**src/rtl/arbitro_bus_filtros_if.sv**
```systemverilog
// Bus between the filter units and the round-robin arbiter of the shared image-memory bus.
interface arbitro_bus_filtros_if #(
  parameter int unsigned N_SOLICITANTES = 4,
  parameter int unsigned ANCHO_INDICE   = 2
);
  logic [N_SOLICITANTES-1:0] solicitud;
  logic [N_SOLICITANTES-1:0] liberar;
  logic [N_SOLICITANTES-1:0] concesion;
  logic [ANCHO_INDICE-1:0]   indice_concesion;
  logic                      bus_ocupado;
  logic                      bus_liberado;
  logic                      expiro;

  modport master (
    output solicitud, liberar,
    input  concesion, indice_concesion, bus_ocupado, bus_liberado, expiro
  );

  modport slave (
    input  solicitud, liberar,
    output concesion, indice_concesion, bus_ocupado, bus_liberado, expiro
  );
endinterface

```
**src/rtl/arbitro_bus_filtros.sv**
```systemverilog
// Round-robin arbiter for the shared image-memory bus, one turnaround cycle after every release.
// Optional grant watchdog enabled by defining ARBITRO_BUS_WATCHDOG_EN.
module arbitro_bus_filtros #(
  parameter int unsigned N_SOLICITANTES = 4,
  parameter int unsigned ANCHO_INDICE   = 2,
  parameter int unsigned TIEMPO_MAX     = 255
) (
  input  logic                 clk,
  input  logic                 reset,
  arbitro_bus_filtros_if.slave bus
);

  localparam logic [ANCHO_INDICE-1:0] ULTIMO = ANCHO_INDICE'(N_SOLICITANTES - 1);

  if (ANCHO_INDICE != $clog2(N_SOLICITANTES)) begin : g_chk_ancho
    $error("ANCHO_INDICE must equal clog2(N_SOLICITANTES)");
  end
  if (N_SOLICITANTES < 2 || N_SOLICITANTES > 8 || TIEMPO_MAX > 255) begin : g_chk_rango
    $error("N_SOLICITANTES must be 2..8 and TIEMPO_MAX must fit in 8 bits");
  end

  typedef enum logic [2:0] {
    E_LIBRE     = 3'd0,
    E_CONCEDIDO = 3'd1,
    E_LIBERANDO = 3'd2
  } estado_t;

  estado_t                   estado_q, estado_d;
  logic [N_SOLICITANTES-1:0] concesion_q, concesion_d;
  logic [ANCHO_INDICE-1:0]   indice_q, indice_d;
  logic [ANCHO_INDICE-1:0]   puntero_q, puntero_d;
  logic                      ocupado_q, ocupado_d;
  logic                      liberado_q, liberado_d;

  logic                      hay_solicitud;
  logic [ANCHO_INDICE-1:0]   seleccion;
  logic                      liberacion;
  logic                      vencido;

  // First requester at or after the priority pointer, wrapping modulo N.
  always_comb begin
    int unsigned cand;
    hay_solicitud = 1'b0;
    seleccion     = '0;
    cand          = 0;
    for (int unsigned i = 0; i < N_SOLICITANTES; i++) begin
      cand = 32'(puntero_q) + i;
      if (cand >= N_SOLICITANTES) cand = cand - N_SOLICITANTES;
      if (!hay_solicitud && bus.solicitud[ANCHO_INDICE'(cand)]) begin
        hay_solicitud = 1'b1;
        seleccion     = ANCHO_INDICE'(cand);
      end
    end
  end

  assign liberacion = bus.liberar[indice_q];

`ifdef ARBITRO_BUS_WATCHDOG_EN
  localparam logic [7:0] LIMITE = 8'(TIEMPO_MAX);

  logic [7:0] contador_q, contador_d;
  logic       expiro_q, expiro_d;

  // Counter is zero outside a grant, so it restarts on every entry to E_CONCEDIDO.
  always_comb begin
    vencido    = (contador_q == LIMITE) && !liberacion;
    contador_d = '0;
    expiro_d   = 1'b0;
    if (estado_q == E_CONCEDIDO) begin
      contador_d = contador_q + 8'd1;
      expiro_d   = vencido;
    end
  end

  always_ff @(posedge clk or negedge reset) begin
    if (!reset) begin
      contador_q <= '0;
      expiro_q   <= 1'b0;
    end else begin
      contador_q <= contador_d;
      expiro_q   <= expiro_d;
    end
  end

  assign bus.expiro = expiro_q;
`else
  assign vencido    = 1'b0;
  assign bus.expiro = 1'b0;
`endif

  always_ff @(posedge clk or negedge reset) begin
    if (!reset) begin
      estado_q    <= E_LIBRE;
      concesion_q <= '0;
      indice_q    <= '0;
      puntero_q   <= '0;
      ocupado_q   <= 1'b0;
      liberado_q  <= 1'b0;
    end else begin
      estado_q    <= estado_d;
      concesion_q <= concesion_d;
      indice_q    <= indice_d;
      puntero_q   <= puntero_d;
      ocupado_q   <= ocupado_d;
      liberado_q  <= liberado_d;
    end
  end

  always_comb begin
    estado_d    = estado_q;
    concesion_d = concesion_q;
    indice_d    = indice_q;
    puntero_d   = puntero_q;
    ocupado_d   = ocupado_q;
    liberado_d  = 1'b0;
    unique case (estado_q)
      E_LIBRE: begin
        concesion_d = '0;
        ocupado_d   = 1'b0;
        if (hay_solicitud) begin
          concesion_d = N_SOLICITANTES'(1) << seleccion;
          indice_d    = seleccion;
          ocupado_d   = 1'b1;
          estado_d    = E_CONCEDIDO;
        end
      end
      E_CONCEDIDO: begin
        // A watchdog expiry ends the grant exactly like a release.
        if (liberacion || vencido) begin
          concesion_d = '0;
          ocupado_d   = 1'b0;
          liberado_d  = 1'b1;
          puntero_d   = (indice_q == ULTIMO) ? '0 : indice_q + ANCHO_INDICE'(1);
          estado_d    = E_LIBERANDO;
        end
      end
      E_LIBERANDO: begin
        estado_d = E_LIBRE;
      end
      default: begin
        estado_d    = E_LIBRE;
        concesion_d = '0;
        ocupado_d   = 1'b0;
      end
    endcase
  end

  assign bus.concesion        = concesion_q;
  assign bus.indice_concesion = indice_q;
  assign bus.bus_ocupado      = ocupado_q;
  assign bus.bus_liberado     = liberado_q;

endmodule

```
**src/flat_wrapper.sv**
```systemverilog
// flat-port wrapper written by rule: the top's interface ports become plain ports
module arbitro_bus_filtros_flat 
#(
  parameter int unsigned N_SOLICITANTES = 4,
  parameter int unsigned ANCHO_INDICE   = 2,
  parameter int unsigned TIEMPO_MAX     = 255
)
  (clk, reset, bus_solicitud, bus_liberar, bus_concesion, bus_indice_concesion, bus_bus_ocupado, bus_bus_liberado, bus_expiro);
  arbitro_bus_filtros_if #(.N_SOLICITANTES(N_SOLICITANTES), .ANCHO_INDICE(ANCHO_INDICE)) bus_i ();
  input  logic clk;
  input  logic reset;
  input wire logic [$bits(bus_i.solicitud)-1:0] bus_solicitud;
  input wire logic [$bits(bus_i.liberar)-1:0] bus_liberar;
  output wire logic [$bits(bus_i.concesion)-1:0] bus_concesion;
  output wire logic [$bits(bus_i.indice_concesion)-1:0] bus_indice_concesion;
  output wire logic [$bits(bus_i.bus_ocupado)-1:0] bus_bus_ocupado;
  output wire logic [$bits(bus_i.bus_liberado)-1:0] bus_bus_liberado;
  output wire logic [$bits(bus_i.expiro)-1:0] bus_expiro;
  assign bus_i.solicitud = bus_solicitud;
  assign bus_i.liberar = bus_liberar;
  assign bus_concesion = bus_i.concesion;
  assign bus_indice_concesion = bus_i.indice_concesion;
  assign bus_bus_ocupado = bus_i.bus_ocupado;
  assign bus_bus_liberado = bus_i.bus_liberado;
  assign bus_expiro = bus_i.expiro;
  arbitro_bus_filtros #(.N_SOLICITANTES(N_SOLICITANTES), .ANCHO_INDICE(ANCHO_INDICE), .TIEMPO_MAX(TIEMPO_MAX)) u_core (.clk(clk), .reset(reset), .bus(bus_i));
endmodule
```
**config.mk**
```make
export PLATFORM = sky130hd
export DESIGN_NAME = arbitro_bus_filtros_flat
export DESIGN_NICKNAME = d
export VERILOG_FILES = /design/src/rtl/arbitro_bus_filtros_if.sv /design/src/rtl/arbitro_bus_filtros.sv /design/src/flat_wrapper.sv
export SDC_FILE = /design/constraint.sdc
export NUM_CORES = 1
export LEC_CHECK = 0
export CORE_MARGIN = 2
export CORE_UTILIZATION = 48
export DETAILED_ROUTE_END_ITERATION = 10
export HOLD_SLACK_MARGIN = 0.06
export PLACE_DENSITY = 0.8
export SLEW_MARGIN = 0
export SYNTH_ARGS = -nofsm -noshare
export SYNTH_HDL_FRONTEND = slang
export SYNTH_SLANG_ARGS = --single-unit
```
**constraint.sdc**
```tcl
create_clock -name clk -period 2.6 [get_ports clk]
set_clock_uncertainty 0.05 [all_clocks]
set_input_delay 0.52 -clock clk [delete_from_list [all_inputs] [get_ports clk]]
set_output_delay 0.52 -clock clk [all_outputs]
set_load 0.05 [all_outputs]
```
==> flow_metrics.py, run 1 <==
metrics = {
    "run_status": {
        "status": "completed",
    },
    "sta": {
        "min_period_ns": 2.17,
        "drv_slew": 0,
        "finalSetupTns_ns": 0,
        "finalSetupViolCount": 0,
        "fmax_ghz": 0.462,
        "finalCritPeriodShare_pct": 83.3,
        "relSlewSlack_pct": 65.0,
        "tightest_slew_ns": 0.523,
        "fin_ws_ns": 0.435,
        "hold_violations": 0,
        "rsz0062_at_grt": "no",
    },
    "final_layout": {
        "stdcell_count": 92,
        "multi_input_area_um2": 335,
        "final_area_um2": 865,
        "fill_cells": 104,
        "num-nets-final": 89,
        "syn2layout_area_growth_pct": 33.7,
        "seqCellArea_um2": 300,
        "drive_above_1_share_pct": 19.5,
        "diodes": 0,
    },
    "clocking": {
        "postCtsSetupBuffers": 0,
        "cts_tree": "yes",
        "cts-htree-levels": 1,
        "cts_buffers": 3,
        "clkSinkCount": 12,
        "cts_hold_buf": 0,
        "clkTransAtPathRegs_ns": 0.08,
        "cts_root_buf": "clkbuf_4",
        "post_cts_resized": 0,
        "cts_max_path_buffers": 2,
        "insertion_delay_ns": 0.27,
    },
    "job": {
        "maxCapViolCount": 0,
    },
    "routing": {
        "num_vias": 499,
        "wl_per_cell_um": 13.5,
        "avgViaCountPerCell": 5.42,
        "drtAntennaViolNets": 0,
        "drt_iter0_markers": 13,
        "wl_mm": 1.24,
        "dr.pass1.iters": 4,
        "drc": 0,
    },
    "critical_path": {
        "cp_slowest_cell": "clkdlybuf4s50_1",
        "slowest_delay_ns": 0.85,
        "path_delay_family": "buffers and inverters",
        "worstPathArrival_ns": 1.60,
        "required_ns": 2.03,
        "endpoint_kind": "output pin",
        "path_class": "flop to output pin",
        "worstPathMaxFanout": 7,
        "cp-start-kind": "flop",
        "crit_chain": "clkdlybuf4s50_1",
        "crit_buf_inv": 1,
    },
    "placed_design": {
        "dp_hpwl_um": 887,
        "dpl_cell_area_um2": 828,
        "numPortBuffers": 17,
        "gp_congestion": 0.751,
        "pre_cts_ws_ns": 0.510,
        "dp.cells": 88,
    },
    "floorplanning": {
        "dieArea_mm2": 0.00166,
        "rows": 13,
        "die_x_um": 40.7,
        "fp.dieH_um": 40.7,
        "io_pins": 19,
        "initial_core_util_pct": 50.3,
        "coreArea_mm2": 0.00128,
    },
    "synthesis": {
        "synth_area_um2": 647,
        "ys_seq_elements": 12,
        "synthSimpleGateAreaFrac_pct": 20.3,
        "synthCells": 57,
        "synth_mux_area_share_pct": 11.4,
        "yosysTopAreaCellShare_pct": 46.4,
        "synthArstFlopShare_pct": 100,
        "synthAdderAreaFrac_pct": 1.93,
        "synthTopCellsByArea": "dfrtp_1, mux2i_1, mux2_2",
        "synth_top_area_cell": "dfrtp_1",
        "synth_top_family_by_area": "simple AND/OR/NAND/NOR gates",
        "ys_seq_area_share_pct": 46.4,
        "synth_edf_count": 0,
        "synth_flop_cell": "dfrtp_1",
        "synth_compound_area_share_pct": 17.6,
        "syn-num-nets": 68,
        "synth_cell_types": 33,
        "synth_xor_area_share_pct": 0,
        "synth_warnings": 0,
        "avgSynthCellArea_um2": 11.3,
    },
    "global_route": {
        "met2_usage_pct": 27.8,
        "top_usage_layer": "met2",
        "grt_pass1_vias": 441,
        "grt_use_total_pct": 17.0,
        "grt_start_max_net_pins": 13,
        "use_met3_pct": 4.89,
        "antenna_found_initial": 0,
        "grt_pass1_wl_mm": 1.84,
        "met1_usage_pct": 21.6,
        "grt.overflow.total": 0,
    },
    "power_and_ir_drop": {
        "clockPowerShare_pct": 12.1,
        "total_leakage_power_nw": 0.385,
        "swShare_pct": 45.0,
        "switchingPower_uw": 544,
        "ir_worst_vdd_mv": 0.738,
        "p_int_uw": 665,
        "powerDensity_mw_per_mm2": 1400,
        "power.total_mw": 1.21,
        "seqPwrFrac_pct": 31.3,
        "combPwrFrac_pct": 56.6,
    },
    "worst_hold_path": {
        "min_path_type": "flop to flop",
    },
}
power groups by stage:
stage / clock (mW) / combinational [mW] / sequential [mW]
final: 0.147 / 0.684 / 0.378
after global routing: 0.158 / 0.735 / 0.397
after CTS: 0.151 / 0.688 / 0.380
after detailed placement: 0 / 0.685 / 0.382
after global placement: 0 / 0.678 / 0.379
after floorplan: 0 / 0.304 / 0.563
cell type report:
cell class              count  share of cell area [%]
clock buffers               4                    4.20
inverters                   1                   0.434
multi-input cells          43                    38.8
flip-flops and latches     12                    34.7
well taps                  15                    2.17
repair buffers             17                    19.7
metal layers:
layer	up-vias	routed length [µm]	share of wire [%]
li1	251	-	-
met1	233	600	48
met2	13	562	45
met3	2	67	5.4
met4	0	11	0.89
met5	-	0	0
cells by family (layout without fill, tap and decap cells):
| kind of cell | after synthesis | after routing |
|---|---|---|
| simple gates | 20 | 20 |
| compound gates | 14 | 14 |
| flops | 12 | 12 |
| mux | 7 | 7 |
| buf+inv | 2 | 22 |
| fa+ha+maj | 1 | 1 |
| other cells | 1 | 1 |
stage by stage:
| step | hold slack (ns) | util (%) |
|---|---|---|
| final | 0.435 | 67.3 |
| after global routing | 0.459 | 67.3 |
| after CTS | 0.436 | 67.3 |
| after detailed placement | 0.419 | 64.5 |
| after global placement | 0.417 | 64.5 |
| after floorplan | 0.174 | - |
sequential cells by signal (all words and copies together), names as in the netlist:
register and flops:
u_core.bus.concesion 4, u_core.bus.indice_concesion 2, u_core.estado_q 2, u_core.puntero_q 2, u_core.bus.bus_liberado 1, u_core.bus.bus_ocupado 1
placed cells by master (no fill, tap or decap), types with 2 or more instances in the layout:
master,Yosys,routed
mux2_2,3,3
nor2b_1,2,2
dfrtp_1,12,12
nand2_1,3,3
clkbuf_4,0,3
clkdlybuf4s50_1,0,17
mux2i_1,4,4
a21oi_1,2,2
o2bb2ai_1,2,2
a22o_1,2,2
nor2_1,3,3
path summary, 6_finish.rpt:
kind / startpoint / cells after the start / slack, ns / to
hold reg to reg: u_core.bus.bus_ocupado / 1 / 0.43 / u_core.bus.bus_ocupado
min in group asynchronous: reset / 1 / 0.54 / u_core.bus.concesion[1]
max in group asynchronous: reset / 1 / 1.61 / u_core.estado_q[1]
setup / recovery: u_core.bus.indice_concesion[0] / 1 / 0.43 / bus_indice_concesion[0]
hold / removal: u_core.bus.bus_ocupado / 1 / 0.43 / u_core.bus.bus_ocupado
setup reg to reg: u_core.bus.indice_concesion[1] / 4 / 1.07 / u_core.puntero_q[1]
synthesized netlist by cell type (all sizes together), types with 2 or more instances:
library cell	n
mux2	3
nor2b	3
a22o	2
nor2	3
a21o	2
mux2i	4
nand2	3
o2bb2ai	2
a211oi	2
a21oi	2
dfrtp	12
and2	2
Power figures use the tool's default switching activity.
==> run 2: changes to the inputs <==
Settings changed: CORE_UTILIZATION 48 to 40, PLACE_DENSITY 0.8 to 0.71.
Clock period 2.6 ns to 1.9 ns, I/O delays scaled along.
==> flow_metrics.py, run 2 (same netlist as run 1, synthesis figures left out) <==
metrics = {
    "run_status": {
        "status": "completed",
    },
    "power_and_ir_drop": {
        "power.total_mw": 1.65,
        "powerDensity_mw_per_mm2": 1920,
        "total_leakage_power_nw": 0.407,
        "ir_worst_vdd_mv": 0.808,
    },
    "critical_path": {
        "endpoint_kind": "flop",
        "r2r_start": "u_core.bus.indice_concesion[1]",
        "reg2reg_depth": 4,
        "path_class": "primary input to flop",
        "cp_slowest_cell": "clkdlybuf4s50_1",
        "crit_buf_inv": 1,
        "slowest_delay_ns": 0.57,
        "cp-start-kind": "primary input",
        "r2r_slack_ns": 0.41,
        "worstPathArrival_ns": 1.76,
        "path_delay_family": "buffers and inverters",
        "crit_chain": "clkdlybuf4s50_1 > nor4_2 > nor3_1 > mux2_2",
        "required_ns": 2.02,
        "worstPathMaxFanout": 6,
        "rr_endpoint": "u_core.puntero_q[1]",
    },
    "placed_design": {
        "numPortBuffers": 17,
        "gp_congestion": 0.792,
        "pre_cts_ws_ns": -0.0320,
        "dp_hpwl_um": 957,
    },
    "final_layout": {
        "fill_cells": 134,
        "num-nets-final": 91,
        "finish.utilization_pct": 57.1,
        "syn2layout_area_growth_pct": 33.1,
        "final_common_cell": "dfrtp_1",
        "final_cell_mix": "dfrtp_1, buf_4, clkdlybuf4s50_1",
        "largest_reg_flops": 4,
        "diodes": 0,
        "drive_above_1_share_pct": 31.6,
    },
    "sta": {
        "fin_ws_ns": 0.256,
        "drv_slew": 0,
        "fmax_ghz": 0.608,
        "relSlewSlack_pct": 62.1,
        "finalSetupViolCount": 0,
        "finalCritPeriodShare_pct": 86.5,
        "min_period_ns": 1.64,
        "hold_violations": 0,
        "worst_hold_slack_ns": 0.414,
        "finalSetupTns_ns": 0,
        "tightest_slew_ns": 0.567,
        "rsz0062_at_grt": "no",
    },
    "routing": {
        "wl_mm": 1.32,
        "drc": 0,
        "wl_per_cell_um": 13.9,
        "avgViaCountPerCell": 5.40,
        "drt_iter0_markers": 2,
        "drtAntennaViolNets": 0,
        "dr.pass1.iters": 4,
        "num_vias": 513,
    },
    "worst_hold_path": {
        "min_path_type": "primary input to asynchronous set/reset pin",
    },
    "floorplanning": {
        "io_pins": 19,
        "rows": 14,
        "dieArea_mm2": 0.00195,
        "fp.dieH_um": 44.2,
        "die_x_um": 44.2,
        "coreArea_mm2": 0.00151,
        "initial_core_util_pct": 42.9,
    },
    "clocking": {
        "clkSinkCount": 12,
        "post_cts_resized": 0,
        "cts_max_path_buffers": 2,
        "cts_hold_buf": 0,
        "cts_root_buf": "clkbuf_4",
        "cts_buffers": 3,
        "insertion_delay_ns": 0.27,
        "postCtsSetupBuffers": 0,
        "clkTransAtPathRegs_ns": 0.08,
        "cts_tree": "yes",
        "cts-htree-levels": 1,
    },
    "global_route": {
        "grt.overflow.total": 0,
        "antenna_found_initial": 0,
        "grt_pass1_vias": 480,
        "grt_start_max_net_pins": 13,
        "grt_pass1_wl_mm": 2.15,
        "grt_use_total_pct": 15.1,
    },
    "job": {
        "maxCapViolCount": 0,
    },
}
## run 2: how the worst max path moves through the flow
stage	start	to	depth (start not counted)	slack [ns]
after global routing	bus_solicitud[3]	u_core.bus.indice_concesion[0]	4	0.18
after floorplan	u_core.bus.indice_concesion[1]	u_core.puntero_q[0]	4	0.18
after global placement	bus_solicitud[3]	u_core.bus.indice_concesion[0]	4	-0.04
after CTS	bus_solicitud[3]	u_core.bus.indice_concesion[0]	4	0.24
after detailed placement	bus_solicitud[3]	u_core.bus.indice_concesion[0]	4	-0.03
final	bus_solicitud[3]	u_core.bus.indice_concesion[0]	4	0.26
## run 2: layout make-up
class	instances	area [µm²]	area share [%]
timing repair buffer	19	165	19.2
sequential	12	300	34.9
tap	16	20.0	2.33
clock buffer	4	36.3	4.22
inverter	1	3.75	0.436
multi-input combinational	43	335	39.0
## run 2: stage by stage
stage               instances  area [µm²]
detailed placement         91         825
global route               95         861
finish                     95         861
floorplan                  57         647
global placement           91         825
CTS                        95         861
## run 2: power by group
group	leakage [nW]	internal, mW	switching, mW
clock network	0.0210	0.117	0.0908
logic	0.234	0.400	0.519
registers	0.152	0.380	0.143
total	0.407	0.897	0.753
## run 2: metal layers
layer / up-vias / global-route usage [%] / part of all wire [%]
met3: 2 / 3.67 / 3.8
li1: 251 / - / -
met1: 250 / 21.9 / 52
met5: - / 0 / 0
met4: 0 / 5.45 / 1.3
met2: 10 / 22.1 / 43
==> run 3: changes to the inputs <==
Settings changed: CORE_UTILIZATION 40 to 48, PLACE_DENSITY 0.71 to 0.8.
Clock period 1.9 ns to 2 ns, I/O delays scaled along.
==> flow_metrics.py, run 3 (same netlist as run 1, synthesis figures left out) <==
metrics = {
    "run_status": {
        "status": "completed",
    },
    "critical_path": {
        "slowest_delay_ns": 0.80,
        "r2r_slack_ns": 0.42,
        "path_class": "flop to output pin",
        "r2r_start": "u_core.bus.indice_concesion[1]",
        "cp_slowest_cell": "clkdlybuf4s50_1",
        "crit_buf_inv": 1,
        "endpoint_kind": "output pin",
        "path_delay_family": "buffers and inverters",
        "crit_chain": "clkdlybuf4s50_1",
        "rr_endpoint": "u_core.puntero_q[0]",
        "worstPathArrival_ns": 1.43,
        "reg2reg_depth": 4,
        "required_ns": 1.55,
        "worstPathMaxFanout": 2,
        "cp-start-kind": "flop",
    },
    "final_layout": {
        "largest_reg_flops": 4,
        "drive_above_1_share_pct": 22.1,
        "num-nets-final": 89,
        "finish.utilization_pct": 66.9,
        "diodes": 0,
        "fill_cells": 104,
        "syn2layout_area_growth_pct": 32.9,
        "multi_input_area_um2": 335,
        "final_common_cell": "clkdlybuf4s50_1",
        "final_cell_mix": "clkdlybuf4s50_1, dfrtp_1, mux2i_1",
        "seqCellArea_um2": 300,
    },
    "sta": {
        "hold_violations": 0,
        "worst_hold_slack_ns": 0.422,
        "finalSetupTns_ns": 0,
        "tightest_slew_ns": 0.540,
        "relSlewSlack_pct": 63.9,
        "drv_slew": 0,
        "fmax_ghz": 0.532,
        "finalSetupViolCount": 0,
        "min_period_ns": 1.88,
        "finalCritPeriodShare_pct": 93.9,
        "rsz0062_at_grt": "no",
    },
    "routing": {
        "drt_iter0_markers": 7,
        "avgViaCountPerCell": 5.55,
        "drtAntennaViolNets": 0,
        "drc": 0,
        "dr.pass1.iters": 4,
        "wl_per_cell_um": 14.5,
        "wl_mm": 1.33,
        "num_vias": 511,
    },
    "clocking": {
        "cts_tree": "yes",
        "cts_max_path_buffers": 2,
        "insertion_delay_ns": 0.27,
        "cts_hold_buf": 0,
        "cts_root_buf": "clkbuf_4",
        "clkTransAtPathRegs_ns": 0.08,
        "cts_buffers": 3,
        "cts-htree-levels": 1,
        "post_cts_resized": 0,
        "clkSinkCount": 12,
        "postCtsSetupBuffers": 0,
    },
    "worst_hold_path": {
        "min_path_type": "primary input to asynchronous set/reset pin",
    },
    "floorplanning": {
        "rows": 13,
        "dieArea_mm2": 0.00166,
        "coreArea_mm2": 0.00128,
        "initial_core_util_pct": 50.3,
        "io_pins": 19,
        "die_x_um": 40.7,
        "fp.dieH_um": 40.7,
    },
    "global_route": {
        "grt.overflow.total": 0,
        "grt_use_total_pct": 21.2,
        "grt_pass1_wl_mm": 2.19,
        "grt_start_max_net_pins": 13,
        "antenna_found_initial": 0,
        "grt_pass1_vias": 499,
    },
    "power_and_ir_drop": {
        "ir_worst_vdd_mv": 0.828,
        "power.total_mw": 1.57,
        "total_leakage_power_nw": 0.388,
        "powerDensity_mw_per_mm2": 1830,
    },
    "placed_design": {
        "dp_hpwl_mm": 1.01,
        "gp_congestion": 0.752,
        "numPortBuffers": 17,
    },
    "job": {
        "maxCapViolCount": 0,
    },
}
[run 3: cell types whose count changed in the layout (fill, tap and decap cells not counted)]
cell / previous run / this run
buf_4: 10 / 2
clkdlybuf4s50_1: 9 / 15
[run 3: metrics by stage]
stage | worst slack (ns) | cell area, µm² | std cells
3_5_place_dp | 0.0615 | 823 | 88
3_3_place_gp | 0.0987 | 823 | 88
6_report | 0.121 | 860 | 92
2_1_floorplan | 0.280 | 647 | 57
4_1_cts | 0.107 | 860 | 92
5_1_grt | 0.0670 | 860 | 92
[run 3: how the worst max path moves through the flow]
| stage | slack (ns) | cells after the start | from | endpoint |
|---|---|---|---|---|
| floorplan | 0.28 | 4 | u_core.bus.indice_concesion[1] | u_core.puntero_q[0] |
| global placement | 0.1 | 5 | bus_solicitud[3] | u_core.bus.concesion[1] |
| detailed placement | 0.06 | 5 | bus_solicitud[3] | u_core.bus.concesion[1] |
| CTS | 0.11 | 1 | u_core.bus.concesion[3] | bus_concesion[3] |
| global route | 0.07 | 1 | u_core.bus.concesion[0] | bus_concesion[0] |
| finish | 0.12 | 1 | u_core.bus.concesion[3] | bus_concesion[3] |
[run 3: report_power, final]
group,switching (mW),internal (mW)
registers,0.131,0.361
logic,0.500,0.387
clock network,0.0831,0.111
[run 3: area by class of cell]
type,instances,area share (%)
clock buffers,4,4.22
inverters,1,0.437
multi-input cells,43,39.0
flip-flops and latches,12,34.9
well taps,15,2.18
repair buffers,17,19.2
[run 3: layer usage]
| metal | routed length (µm) | GRT usage [%] |
|---|---|---|
| met1 | 605 | 25.3 |
| met2 | 638 | 34.5 |
| met3 | 59 | 6.52 |
| met4 | 29 | 10.0 |
| met5 | 0 | 0 |
